[src/rtl/alu_issue_pkg.sv]
// Shared types and constants for the ALU issue stage.
package alu_issue_pkg;

    localparam int unsigned XLEN = 32;
    localparam int unsigned OPW  = 8;
    localparam int unsigned REGW = 5;

    // ALU opcode encoding; ALU_SLTU appended after the existing values.
    localparam logic [OPW-1:0] ALU_ADD  = 8'd0;
    localparam logic [OPW-1:0] ALU_SUB  = 8'd1;
    localparam logic [OPW-1:0] ALU_SLL  = 8'd2;
    localparam logic [OPW-1:0] ALU_SLT  = 8'd3;
    localparam logic [OPW-1:0] ALU_XOR  = 8'd4;
    localparam logic [OPW-1:0] ALU_SRL  = 8'd5;
    localparam logic [OPW-1:0] ALU_SRA  = 8'd6;
    localparam logic [OPW-1:0] ALU_OR   = 8'd7;
    localparam logic [OPW-1:0] ALU_AND  = 8'd8;
    localparam logic [OPW-1:0] ALU_SLTU = 8'd9;

    // RV32I major opcodes handled by this stage.
    localparam logic [6:0] OPC_OP     = 7'b0110011;
    localparam logic [6:0] OPC_OP_IMM = 7'b0010011;
    localparam logic [6:0] OPC_LUI    = 7'b0110111;
    localparam logic [6:0] OPC_AUIPC  = 7'b0010111;

    localparam logic [6:0] F7_BASE = 7'b0000000;
    localparam logic [6:0] F7_ALT  = 7'b0100000;

    // Decoded ALU micro-op as presented to the execute stage.
    typedef struct packed {
        logic [OPW-1:0]  op;
        logic [XLEN-1:0] op_1;
        logic [XLEN-1:0] op_2;
        logic [REGW-1:0] rd;
        logic            rd_we;
        logic            illegal;
    } alu_uop_t;

    // One buffered entry: micro-op plus the PC it came from.
    typedef struct packed {
        alu_uop_t        uop;
        logic [XLEN-1:0] pc;
    } issue_entry_t;

    typedef enum logic [1:0] {
        ST_EMPTY = 2'd0,
        ST_BUSY  = 2'd1,
        ST_FULL  = 2'd2
    } issue_state_e;

    // Sign-extended I-type immediate.
    function automatic logic [XLEN-1:0] imm_i(input logic [31:0] instr);
        return {{20{instr[31]}}, instr[31:20]};
    endfunction

    // U-type immediate, upper 20 bits placed above 12 zeros.
    function automatic logic [XLEN-1:0] imm_u(input logic [31:0] instr);
        return {instr[31:12], 12'b0};
    endfunction

endpackage

[src/rtl/alu_issue_decode.sv]
// Combinational decode of ALU-class RV32I instructions into a micro-op.
module alu_issue_decode
    import alu_issue_pkg::*;
(
    input  logic [31:0]     instr,
    input  logic [XLEN-1:0] pc,
    input  logic [XLEN-1:0] rs1_val,
    input  logic [XLEN-1:0] rs2_val,
    output alu_uop_t        uop_c
);

    logic [6:0]      opcode;
    logic [2:0]      funct3;
    logic [6:0]      funct7;
    logic [REGW-1:0] rd;
    logic [XLEN-1:0] shamt;

    assign opcode = instr[6:0];
    assign rd     = instr[11:7];
    assign funct3 = instr[14:12];
    assign funct7 = instr[31:25];
    assign shamt  = {27'b0, instr[24:20]};

    logic            legal;
    logic [OPW-1:0]  op;
    logic [XLEN-1:0] op_1;
    logic [XLEN-1:0] op_2;

    // Opcode/funct decode; anything unrecognised collapses to a zeroed ADD.
    always_comb begin
        legal = 1'b0;
        op    = ALU_ADD;
        op_1  = '0;
        op_2  = '0;
        unique case (opcode)
            OPC_OP: begin
                op_1 = rs1_val;
                op_2 = rs2_val;
                if (funct7 == F7_BASE) begin
                    legal = 1'b1;
                    case (funct3)
                        3'd0:    op = ALU_ADD;
                        3'd1:    op = ALU_SLL;
                        3'd2:    op = ALU_SLT;
                        3'd3:    op = ALU_SLTU;
                        3'd4:    op = ALU_XOR;
                        3'd5:    op = ALU_SRL;
                        3'd6:    op = ALU_OR;
                        default: op = ALU_AND;
                    endcase
                end else if (funct7 == F7_ALT) begin
                    if (funct3 == 3'd0) begin
                        legal = 1'b1;
                        op    = ALU_SUB;
                    end else if (funct3 == 3'd5) begin
                        legal = 1'b1;
                        op    = ALU_SRA;
                    end
                end
            end
            OPC_OP_IMM: begin
                op_1  = rs1_val;
                op_2  = imm_i(instr);
                legal = 1'b1;
                case (funct3)
                    3'd0: op = ALU_ADD;
                    3'd2: op = ALU_SLT;
                    3'd3: op = ALU_SLTU;
                    3'd4: op = ALU_XOR;
                    3'd6: op = ALU_OR;
                    3'd7: op = ALU_AND;
                    3'd1: begin
                        // ALU shifts by all of op_2, so only the 5-bit shamt may pass.
                        op    = ALU_SLL;
                        op_2  = shamt;
                        legal = (funct7 == F7_BASE);
                    end
                    default: begin
                        op_2 = shamt;
                        if (funct7 == F7_BASE) begin
                            op = ALU_SRL;
                        end else if (funct7 == F7_ALT) begin
                            op = ALU_SRA;
                        end else begin
                            legal = 1'b0;
                        end
                    end
                endcase
            end
            OPC_LUI: begin
                legal = 1'b1;
                op_1  = '0;
                op_2  = imm_u(instr);
            end
            OPC_AUIPC: begin
                legal = 1'b1;
                op_1  = pc;
                op_2  = imm_u(instr);
            end
            default: begin
                legal = 1'b0;
            end
        endcase
        if (!legal) begin
            op   = ALU_ADD;
            op_1 = '0;
            op_2 = '0;
        end
    end

    // Assemble micro-op; x0 and illegal encodings never write back.
    always_comb begin
        uop_c.op      = op;
        uop_c.op_1    = op_1;
        uop_c.op_2    = op_2;
        uop_c.rd      = rd;
        uop_c.rd_we   = legal && (rd != 5'd0);
        uop_c.illegal = !legal;
    end

endmodule

[src/rtl/alu_issue_stage.sv]
// ALU issue stage: decode plus a two-entry skid buffer with registered ready.
module alu_issue_stage
    import alu_issue_pkg::*;
(
    input  logic            i_clk,
    input  logic            i_rst,
    input  logic            i_valid,
    output logic            o_ready,
    input  logic [31:0]     i_instr,
    input  logic [XLEN-1:0] i_pc,
    input  logic [XLEN-1:0] i_rs1_val,
    input  logic [XLEN-1:0] i_rs2_val,
    input  logic            i_flush,
    output logic            o_valid,
    input  logic            i_ready,
    output logic [OPW-1:0]  o_alu_op,
    output logic [XLEN-1:0] o_op_1,
    output logic [XLEN-1:0] o_op_2,
    output logic [4:0]      o_rd,
    output logic            o_rd_we,
    output logic            o_illegal,
    output logic [XLEN-1:0] o_pc
);

    alu_uop_t     in_uop_c;
    issue_entry_t in_entry_c;

    alu_issue_decode u_decode (
        .instr   (i_instr),
        .pc      (i_pc),
        .rs1_val (i_rs1_val),
        .rs2_val (i_rs2_val),
        .uop_c   (in_uop_c)
    );

    assign in_entry_c.uop = in_uop_c;
    assign in_entry_c.pc  = i_pc;

    issue_state_e state_q;
    issue_state_e state_d;
    issue_entry_t main_q;
    issue_entry_t skid_q;
    logic         main_valid_q;
    logic         ready_q;

    logic accept_c;
    logic drain_c;
    logic load_main_in_c;
    logic load_main_skid_c;
    logic load_skid_c;

    assign accept_c = i_valid && ready_q;
    assign drain_c  = main_valid_q && i_ready;

    // State register.
    always_ff @(posedge i_clk or posedge i_rst) begin
        if (i_rst) begin
            state_q <= ST_EMPTY;
        end else begin
            state_q <= state_d;
        end
    end

    // Next-state and buffer steering; flush overrides accept and drain.
    always_comb begin
        state_d          = state_q;
        load_main_in_c   = 1'b0;
        load_main_skid_c = 1'b0;
        load_skid_c      = 1'b0;
        if (i_flush) begin
            state_d = ST_EMPTY;
        end else begin
            unique case (state_q)
                ST_EMPTY: begin
                    if (accept_c) begin
                        state_d        = ST_BUSY;
                        load_main_in_c = 1'b1;
                    end
                end
                ST_BUSY: begin
                    if (accept_c && drain_c) begin
                        load_main_in_c = 1'b1;
                    end else if (accept_c) begin
                        state_d     = ST_FULL;
                        load_skid_c = 1'b1;
                    end else if (drain_c) begin
                        state_d = ST_EMPTY;
                    end
                end
                ST_FULL: begin
                    if (drain_c) begin
                        state_d          = ST_BUSY;
                        load_main_skid_c = 1'b1;
                    end
                end
                default: begin
                    state_d = ST_EMPTY;
                end
            endcase
        end
    end

    // Handshake flags derived from the next state so both are plain flops.
    always_ff @(posedge i_clk or posedge i_rst) begin
        if (i_rst) begin
            main_valid_q <= 1'b0;
            ready_q      <= 1'b1;
        end else begin
            main_valid_q <= (state_d != ST_EMPTY);
            ready_q      <= (state_d != ST_FULL);
        end
    end

    // Main and skid payload registers.
    always_ff @(posedge i_clk or posedge i_rst) begin
        if (i_rst) begin
            main_q <= '0;
            skid_q <= '0;
        end else begin
            if (load_main_in_c) begin
                main_q <= in_entry_c;
            end else if (load_main_skid_c) begin
                main_q <= skid_q;
            end
            if (load_skid_c) begin
                skid_q <= in_entry_c;
            end
        end
    end

    assign o_valid   = main_valid_q;
    assign o_ready   = ready_q;
    assign o_alu_op  = main_q.uop.op;
    assign o_op_1    = main_q.uop.op_1;
    assign o_op_2    = main_q.uop.op_2;
    assign o_rd      = main_q.uop.rd;
    assign o_rd_we   = main_q.uop.rd_we;
    assign o_illegal = main_q.uop.illegal;
    assign o_pc      = main_q.pc;

endmodule

[config.mk]
export PLATFORM = sky130hd
export DESIGN_NAME = alu_issue_stage
export DESIGN_NICKNAME = d
export VERILOG_FILES = /design/src/rtl/alu_issue_pkg.sv /design/src/rtl/alu_issue_decode.sv /design/src/rtl/alu_issue_stage.sv
export SDC_FILE = /design/constraint.sdc
export NUM_CORES = 1
export LEC_CHECK = 0
export ABC_AREA = 1
export CAP_MARGIN = 20
export CORE_ASPECT_RATIO = 0.6
export CORE_MARGIN = 1
export CORE_UTILIZATION = 45
export DETAILED_ROUTE_END_ITERATION = 8
export PLACE_DENSITY_LB_ADDON = 0.05
export SLEW_MARGIN = 40
export SYNTH_ARGS = -nofsm -noshare
export SYNTH_HDL_FRONTEND = slang
export SYNTH_SLANG_ARGS = --single-unit
[constraint.sdc]
create_clock -name i_clk -period 10.9 [get_ports i_clk]
set_clock_uncertainty 0.2 [all_clocks]
set_input_delay 2.18 -clock i_clk [delete_from_list [all_inputs] [get_ports i_clk]]
set_output_delay 2.18 -clock i_clk [all_outputs]
set_load 0.03 [all_outputs]
* After elaboration in Yosys (flattened, before gate mapping)
Cells that the tools add are included.
** Word-level totals
- Flip-flop bits (word level) :: 226
- Output and inout bits :: 113
** Cells by class
- Equality and inequality tests :: 15
- Muxes and demuxes :: 42
- Reduce and logical (&&, ||, !) cells :: 14
** Operators with widths (number)
- 111-bit two-way mux :: 2
- 32-bit two-way mux :: 3
- 32-bit one-hot mux with 3 select lines :: 1
- 32-bit one-hot mux with 2 select lines :: 1
- 8-bit one-hot mux with 7 select lines :: 1
- 8-bit two-way mux :: 5
- 4-bit one-hot mux with 7 select lines :: 1
- 7-bit by 6-bit equality test with 1-bit output (second input constant) :: 3
- 8-bit one-hot mux with 2 select lines :: 1
- 1-bit two-way mux :: 15
- 7-bit by 5-bit equality test with 1-bit output (second input constant) :: 2
- 3-bit equality test (second input constant) :: 4
- 2-bit two-way mux :: 6
- 7-bit zero test :: 1
- 3-bit by 2-bit equality test with 1-bit output (second input constant) :: 2
- 3-bit two-way mux :: 2
- 2-bit one-hot mux with 3 select lines :: 1
- 6-bit OR reduction :: 1
- 5-bit nonzero test :: 1
- 1-bit logical AND :: 4
- 1-bit one-hot mux with 2 select lines :: 2
- 2-bit nonzero test :: 2
- 2-bit OR reduction :: 2
- 3-bit by 1-bit equality test with 1-bit output (second input constant) :: 1
- 7 further kinds :: 7

* Longest topological paths before layout
- Depth in word-level cells :: 8
- Mapped depth :: 12

* Hierarchy
From an unflattened synthesis, not the netlist that was laid out.
** Unflattened totals
- Cells, all modules :: 1778
- Area total of the unflattened synthesis :: 12465.7 um^2
** Modules (own cells, without submodules)
- alu_issue_stage :: instances 1, cells an instance 1344, area an instance 10497.6 um^2, seq. area each 5656.7 um^2
- alu_issue_decode :: instances 1, cells an instance 434, area an instance 1968.1 um^2, seq. area each 0.0 um^2

* Worst setup path before layout
Ideal clock, no wire load.
- Kind :: input to register
- From :: input i_instr[12]
- To :: register skid_q[66] (netlist name)
- Library setup time :: 135 ps
- Arrival :: 3261 ps
- Required time :: 10565 ps
- Slack :: 7304 ps
- Stages :: 12
- Path buffers :: 3
- Cell sequence :: buf_4 nand2_4 nor2_4 inv_2 nor2_2 nand2_1 nand2_1 nand3_2 buf_6 buf_6 nand3_1 o21ai_0
** On the way
- Longest elaborated chain between the ends :: 7
- Elaborated cells between the ends (all ways) :: 18
** RTL lines
- from (decl) :: RTL line alu_issue_stage.sv:9 : input logic [31:0] i_instr,
- 3-bit equality test :: RTL line alu_issue_decode.sv:55 : end else if (funct3 == 3'd5) begin
- 1-bit two-way mux :: RTL line alu_issue_decode.sv:55
- 1-bit two-way mux :: RTL line alu_issue_decode.sv:52 : if (funct3 == 3'd0) begin
- 1-bit two-way mux :: RTL line alu_issue_decode.sv:51 : end else if (funct7 == F7_ALT) begin
- 1-bit two-way mux :: RTL line alu_issue_decode.sv:39 : if (funct7 == F7_BASE) begin
- 1-bit one-hot mux with 3 select lines :: RTL line alu_issue_decode.sv:35 : unique case (opcode)
- 32-bit two-way mux * :: RTL line alu_issue_decode.sv:104 : if (!legal) begin
- to (signal assigned) :: RTL line alu_issue_stage.sv:126 : skid_q <= in_entry_c;
- to (decl) :: RTL line alu_issue_stage.sv:42 : issue_entry_t skid_q;
Mark *: on every way between the ends. The rest lies on a longest branch, timed or not.
A chain may end at the register's enable or synchronous reset.

* Worst setup path after layout
- From :: input i_flush
- To :: register main_q (netlist bit o_op_2[2])
** On the way
- Longest elaborated chain between the ends :: 2
- Elaborated cells between the ends (all ways) :: 4
** RTL lines
- from (decl) :: RTL line alu_issue_stage.sv:13 : input logic i_flush,
- 1-bit two-way mux :: RTL line alu_issue_stage.sv:70 : if (i_flush) begin
- 111-bit two-way mux or 2-bit nonzero test (tied branches)
- to (signal assigned) :: RTL line alu_issue_stage.sv:121 : main_q <= in_entry_c;
- to (signal assigned) :: RTL line alu_issue_stage.sv:123 : main_q <= skid_q;
- to (decl) :: RTL line alu_issue_stage.sv:41 : issue_entry_t main_q;
Parallel ways exist; a longest one is shown, timed or not.

==> summary.md <==
| Metric | Value |
|---|---|
| Outcome | finished, final reports clean |
| Post-CTS sizing | 0 |
| Top Ports | 246 |
| Average size of a mapped cell | 7.84 um^2 |
| Bufs and invs on worst path | 3 |
| Setup WS post-layout | 5840 ps |
| Global router's overall resource usage | 25.5% |
| # Max-Cap Violations | 0 |
| Pre-CTS setup slack | 5110 ps |
| Nets | 1,667 |
| Min cycle time layout | 5060 ps |
| Vias | 9,579 |
| Num rows | 43 |
| # DRC | 0 |
| Leakage | 6.32 nW |
| Final slew viol count | 0 |
| Worst skew pair latency | 500 ps |
| Clock sinks | 218 |
| Die height | 121 um |
| Post-Route Setup TNS | 0 ps |
| Routed WL | 30,300 um |
| Initial antenna violation count | 0 |
| # diodes | 0 |
| Longest Clk Path Bufs | 3 |
| Area grow syn2layout | 30.5% |
| WP data required | 11,130 ps |
| Startpoint Class | input pin |
| Reg2reg setup slack | 7490 ps |
| Hold Buf Count CTS | 0 |
| Core area | 23,100 um^2 |
| Grt total ovfl | 0 |
| Design Area, Final | 13,800 um^2 |
| Setup violations, final | 0 |
| Starting Density | 45.9% |
| Yosys cell types | 30 |
| Die X | 200 um |
| Final ANT Viol Nets | 0 |
| Most common cell after layout, fill and taps aside | nand2_1 |
| Crit-path max FO | 70 |
| Warnings, synthesis | 0 |
| Wire per inst | 16.2 um |
| CP peak stage delay | 620 ps |
| Placer congestion estimate | 0.849 |
| CP endpoint kind | flip-flop |
| Global-route wire length before repair | 48,700 um |
| Crit Path Class | in -> reg |
| Register area share after synthesis | 51.5% |
| Peak Freq | 198 MHz |
| Cell Area, Synth | 10,600 um^2 |
| Type of the most critical hold path | reg -> reg |
| Largest net degree at the start of global routing | 118 |
| Layout cells sized above 1 | 4.20% |
| Arrival time worst endpoint | 5290 ps |
| DIE AREA | 24,200 um^2 |
| Hold Violations, Final | 0 |
| RSZ-0062 raised after global routing | false |
| HPWL Detailed | 19,600 um |
| Root buf cell | clkbuf_16 |
| Power per Cell Area | 183 nW/um^2 |
| Critical path cell sequence | clkdlybuf4s50_1 > nor3_1 > nand2_8 > inv_2 > buf_4 > nand3_1 > nand2_1 |
| Largest delay contributor family on the critical path | buffers and inverters |
| Period utilisation layout | 46.4% |
| Drt initial violations | 721 |
| CTS Buf Count | 23 |
| Slew @ Worst Pin | 795 ps |
| I/O Buffers | 241 |
| Post-DP Area | 13,000 um^2 |
| Relative max-transition margin | 47.0% |
| Vias per Instance | 5.14 |
| First-pass DRT Iterations | 5 |
| Max H-tree Level | 1 |
| Finished Core Util | 59.9% |
| Vias in the first global route | 9,004 |
| Post CTS Setup Buffer Count | 0 |
| CTS tree | done |
| Peak VDD IR | 0.0989 mV |
| Post-Syn Instances | 1,351 |
| Most frequent cells in the layout | nand2_1 (435), clkdlybuf4s50_1 (241), dfrtp_1 (217) |
| Crit path max-delay cell type | buf_4 |
| Flops & latches, synth | 218 |
| Clk pin slew, worst setup/hold paths | 60 ps |
==> final timing paths <==
kind | cells after the start | start | endpoint
max | 7 | i_flush | o_op_2[2]
min | 2 | skid_q[70] | skid_q[70]
max reg2reg | 7 | o_ready | o_op_2[2]
min reg2reg | 2 | skid_q[70] | skid_q[70]
max in group asynchronous | 3 | i_rst | skid_q[58]
min in group asynchronous | 2 | i_rst | o_op_2[25]
==> metrics by stage <==
step	hold slack (ps)	instances	power [W]
after detailed placement	274	1823	0.00174
final	287	1862	0.00253
after floorplan	253	1354	0.00146
after global placement	268	1823	0.00172
after CTS	289	1861	0.00255
after global routing	304	1862	0.00266
==> area by class of cell <==
type	instances	area (um^2)
clock inverters	6	130
multi-input cells	918	4230
flip-flops and latches	218	5460
fillers	2097	9260
repair buffers	253	2540
inverters	120	460
well taps	315	394
clock buffers	32	619
==> state kept, by name (all words and copies together), names as in the netlist, 2 cells and up <==
register  cells
skid_q      107
o_op_1       32
o_op_2       32
o_pc         32
o_rd          5
o_alu_op      4
state_q       2
==> power breakdown <==
part,internal [W],switching (W),total [W],leakage [nW]
Combinational,0.000264,0.000383,0.000647,3.09
Clock,0.000489,0.000312,0.000801,0.364
Sequential,0.000992,0.0000854,0.00108,2.86
Total,0.00174,0.000780,0.00253,6.32
==> cell families (layout without fill, tap and decap cells) <==
kind of cell,Yosys count,in the layout,synth area share (%)
buffers and inverters,218,411,8.99
other,1,4,0.0354
and+or+nand+nor,653,653,26.2
DFF,218,218,51.5
AOI/OAI and AO/OA,261,261,13.3
==> worst reg2reg max path: cells and delay by family (launching register included) <==
| kind | cells | cell delay [ps] |
|---|---|---|
| simple gates | 5 | 1370 |
| buf+inv | 2 | 1240 |
| flops | 1 | 520 |
==> layer usage <==
metal / part of all wire [%] / up-vias / wire length, um / GRT usage (%)
met5: 0 / - / 0 / 0
met4: 1.1 / 0 / 347 / 3.91
met3: 7.3 / 26 / 2210 / 4.03
met2: 42 / 316 / 12700 / 36.9
met1: 49 / 4487 / 15000 / 40.4
li1: - / 4750 / - / -
==> Yosys cell counts <==
cell type	n	area [um^2]
nor2_1	20	75.1
o21ai_0	124	621
a21oi_1	33	165
o31ai_1	1	7.51
inv_2	6	22.5
conb_1	1	3.75
nand4_1	1	6.26
nor2_4	5	56.3
nor3_4	2	32.5
buf_2	29	145
nand2_1	436	1640
nand3_1	182	911
dfrtp_1	217	5430
clkbuf_1	45	169
inv_1	114	428
nand2_4	1	11.3
nand3_2	1	10.0
buf_4	6	45.0
o21ai_1	63	315
nor3_2	1	10.0
o21bai_1	1	7.51
nand2_2	1	6.26
o211ai_1	33	248
nor2_2	1	6.26
a31oi_1	2	12.5
buf_1	8	30.0
buf_6	10	113
o221ai_1	4	35.0
nor3_1	2	10.0
dfstp_2	1	26.3
No activity file was read; power rests on OpenSTA's default activity.
==> edit 1 (same settings) <==
Change the package constant `OPW` from 8 to 12.
--- a/src/rtl/alu_issue_pkg.sv
+++ b/src/rtl/alu_issue_pkg.sv
@@ -4,3 +4,3 @@
     localparam int unsigned XLEN = 32;
-    localparam int unsigned OPW  = 8;
+    localparam int unsigned OPW  = 12;
     localparam int unsigned REGW = 5;
Ports: changed (resized o_alu_op); port bits go from 246 to 250. No check against the original RTL was run, so the function may have changed too.
==> edit 1 against the original RTL <==
Utilization shrank 0.18 points. Worst setup slack got worse by 70 ps. Synthesized cell count up 0.30%. Largest power group unchanged. Critical path type unchanged. Die area increased by 0.28%. Final area hardly changed. Register-to-register slack gained 110 ps. Area after synthesis grew 0.28%. Sequential cell count unchanged. Sequential power hardly changed. Total power down 0.90%. Routed wire length is 2.2% higher.
==> edit 1: results (changes against the original RTL) <==
status: "complete, no violations"  # unchanged
peakVddDrop_mv: 0.127  # was 0.0989 mV
grt_use_met3: 0.0462  # was 0.0403
netSwitchingPower_mw: 0.791  # was 0.780 mW
use_met1: 0.391  # was 0.404
nNetsFinal: 1670  # was 1667
drt-initial-drc-count: 873  # was 721
wl_met1_mm: 15.4  # was 15.0 mm
grt_max_degree: 100  # was 118
placedInstanceArea_um2: 13000  # about the same
track_usage: 0.257  # was 0.255
power_frac_clock: 0.310  # was 0.317
met2_usage: 0.385  # was 0.369
max_stage_delay_ps: 680  # was 620 ps
wl_mm: 30.9  # was 30.3 mm
dpl.hpwl_mm: 19.4  # was 19.6 mm
cts_buffers: 22  # was 23
dp_cells: 1827  # was 1823
p_leak_nw: 6.33  # was 6.32 nW
drive_gt1_frac: 0.0451  # was 0.0420
final_cells: 1866  # was 1862
syn_area_per_cell_um2: 7.84  # about the same
critPathTopFamily: "simple AND/OR/NAND/NOR gates"  # was buffers and inverters
viasPerCell: 5.24  # was 5.14
path_max_fanout: 64  # was 70
met2_length_mm: 13.2  # was 12.7 mm
fillers: 2109  # was 2097
met3RoutedLength_mm: 1.94  # was 2.21 mm
grt_pass1_vias: 9173  # was 9004
placement.setup.worst_slack_ps: 5050  # was 5110 ps
gp_congestion: 0.831  # was 0.849
edit 1: changes by cell type after synthesis:
cell / before / now
buf_4: 6 / 10
edit 1: cell type report:
type	count	area share
multi-input combinational	922	0.306
tap	315	0.0285
sequential	218	0.395
inverter	120	0.0335
timing repair buffer	253	0.183
clock inverter	5	0.00408
clock buffer	33	0.0494
edit 1: worst paths after layout:
check                                start           to  slack (ps)  cells after the start
worst max-delay path            i_instr[0]   o_op_2[25]        5770                     11
worst min-delay path            skid_q[21]   skid_q[21]         280                      2
worst max register to register     o_ready  o_alu_op[0]        7600                      8
worst min register to register  skid_q[21]   skid_q[21]         280                      2
max in group asynchronous            i_rst   skid_q[81]        6670                      4
min in group asynchronous            i_rst    o_op_2[2]        1990                      2
edit 1: cell families after synthesis:
kind of cell / Yosys count
buf+inv: 222
compound gates: 261
flops: 218
other cells: 1
simple gates: 653
==> edit 2 (same flow settings) <==
Without the edit above. Make the reset (`i_rst`) synchronous in 3 clocked blocks.
--- a/src/rtl/alu_issue_stage.sv
+++ b/src/rtl/alu_issue_stage.sv
@@ -55,3 +55,3 @@
     // State register.
-    always_ff @(posedge i_clk or posedge i_rst) begin
+    always_ff @(posedge i_clk) begin
         if (i_rst) begin
@@ -103,3 +103,3 @@
     // Handshake flags derived from the next state so both are plain flops.
-    always_ff @(posedge i_clk or posedge i_rst) begin
+    always_ff @(posedge i_clk) begin
         if (i_rst) begin
@@ -114,3 +114,3 @@
     // Main and skid payload registers.
-    always_ff @(posedge i_clk or posedge i_rst) begin
+    always_ff @(posedge i_clk) begin
         if (i_rst) begin
Function: differs if i_rst is asserted again (counterexample within 4 cycles, from zero or initial values and one cycle with i_rst high); with i_rst held inactive, the same outputs for 4 cycles.
==> edit 2 against the original RTL <==
Routed wire length is 6.5% higher. Sequential cell count stayed put. Final cell count is 1.7% higher. Area after synthesis is 5.0% lower. Final area is 5.1% lower. Worst setup slack worse by 390 ps.
Power is not compared: it rests on default switching activity, and its combinational part moved more than twofold at a synthesized area within 25%.
==> edit 2: results (changes against the original RTL) <==
synthFlopType: "dfxtp_1"  # was dfrtp_1
synthArstFlopShare: 0  # was 1.00
fillers: 1995  # was 2097
synth_common_cells: "nand2_1 (505), dfxtp_1 (218), nand3_1 (130)"  # was nand2_1 (436), dfrtp_1 (217), nand3_1 (182)
grt_max_degree: 115  # was 118
fin_hold_ws_ps: 277  # was 287 ps
vias: 10210  # was 9579
dpl.hpwl_mm: 19.7  # was 19.6 mm
rr_startpoint: "o_ready"  # unchanged
synth_area_leaders: "dfxtp_1 (43%), nand2_1 (19%), nand3_1 (6.5%), o21ai_0 (5.7%), a21oi_1 (5.2%)"  # was dfrtp_1 (51%), nand2_1 (15%), nand3_1 (8.6%), o21ai_0 (5.9%), inv_1 (4.0%)
wl_per_cell_um: 17.0  # was 16.2 um
fin_crit_sh: 0.500  # was 0.464
gp_congestion: 0.931  # was 0.849
cts_buffers: 21  # was 23
netlist-cell-type-count: 27  # was 30
drt-initial-drc-count: 814  # was 721
drive_gt1_frac: 0.0768  # was 0.0420
hold_end: "o_pc[14]"  # was skid_q[70]
nNetsFinal: 1736  # was 1667
placement.setup.worst_slack_ps: 5070  # was 5110 ps
reg2reg_depth: 10  # was 7
wl_mm: 32.2  # was 30.3 mm
tightest_slew_ps: 838  # was 795 ps
endpoint: "skid_q[72]"  # was o_op_2[2]
yosysSeqAreaShare: 0.434  # was 0.515
reg2reg_slack_ps: 7980  # was 7490 ps
crit_arrival_ps: 5670  # was 5290 ps
reg2reg_to: "skid_q[95]"  # was o_op_2[2]
track_usage: 0.273  # was 0.255
syn_area_per_cell_um2: 7.00  # was 7.84 um^2
placedInstanceArea_um2: 12400  # was 13000 um^2
path_max_fanout: 41  # was 70
grt_pass1_wl_mm: 50.6  # was 48.7 mm
grt_pass1_vias: 9180  # was 9004
status: "complete, no violations"  # unchanged
startpoint: "i_instr[5]"  # was i_flush
drtPass1Iterations: 7  # was 5
## edit 2: changes by cell type after synthesis, sizes merged, moves of 62 or more
cell,delta
dfrtp,-217
nor2,+62
nand2,+87
dfxtp,+218
o21ai,-71
inv,-79
a21oi,+111
## edit 2: final cells by class
cell class	count	area, um^2	share of cell area
Multi-Input combinational cell	1069	5030	0.384
Sequential cell	218	4360	0.333
Timing Repair Buffer	252	2540	0.194
Clock buffer	29	606	0.0462
Tap cell	279	349	0.0266
Inverter	41	161	0.0123
Clock inverter	6	57.6	0.00439
## edit 2: layer usage
metal / vias to the layer above / global-route usage / share of wire
met5: - / 0 / 0
met1: 4772 / 0.410 / 0.49
met3: 25 / 0.0636 / 0.085
li1: 5027 / - / -
met4: 0 / 0.0507 / 0.011
met2: 386 / 0.394 / 0.42
## edit 2: kinds of logic after synthesis
| group | after synthesis |
|---|---|
| AOI/OAI and AO/OA | 312 |
| buffers and inverters | 155 |
| DFF | 218 |
| other | 1 |
| and+or+nand+nor | 753 |
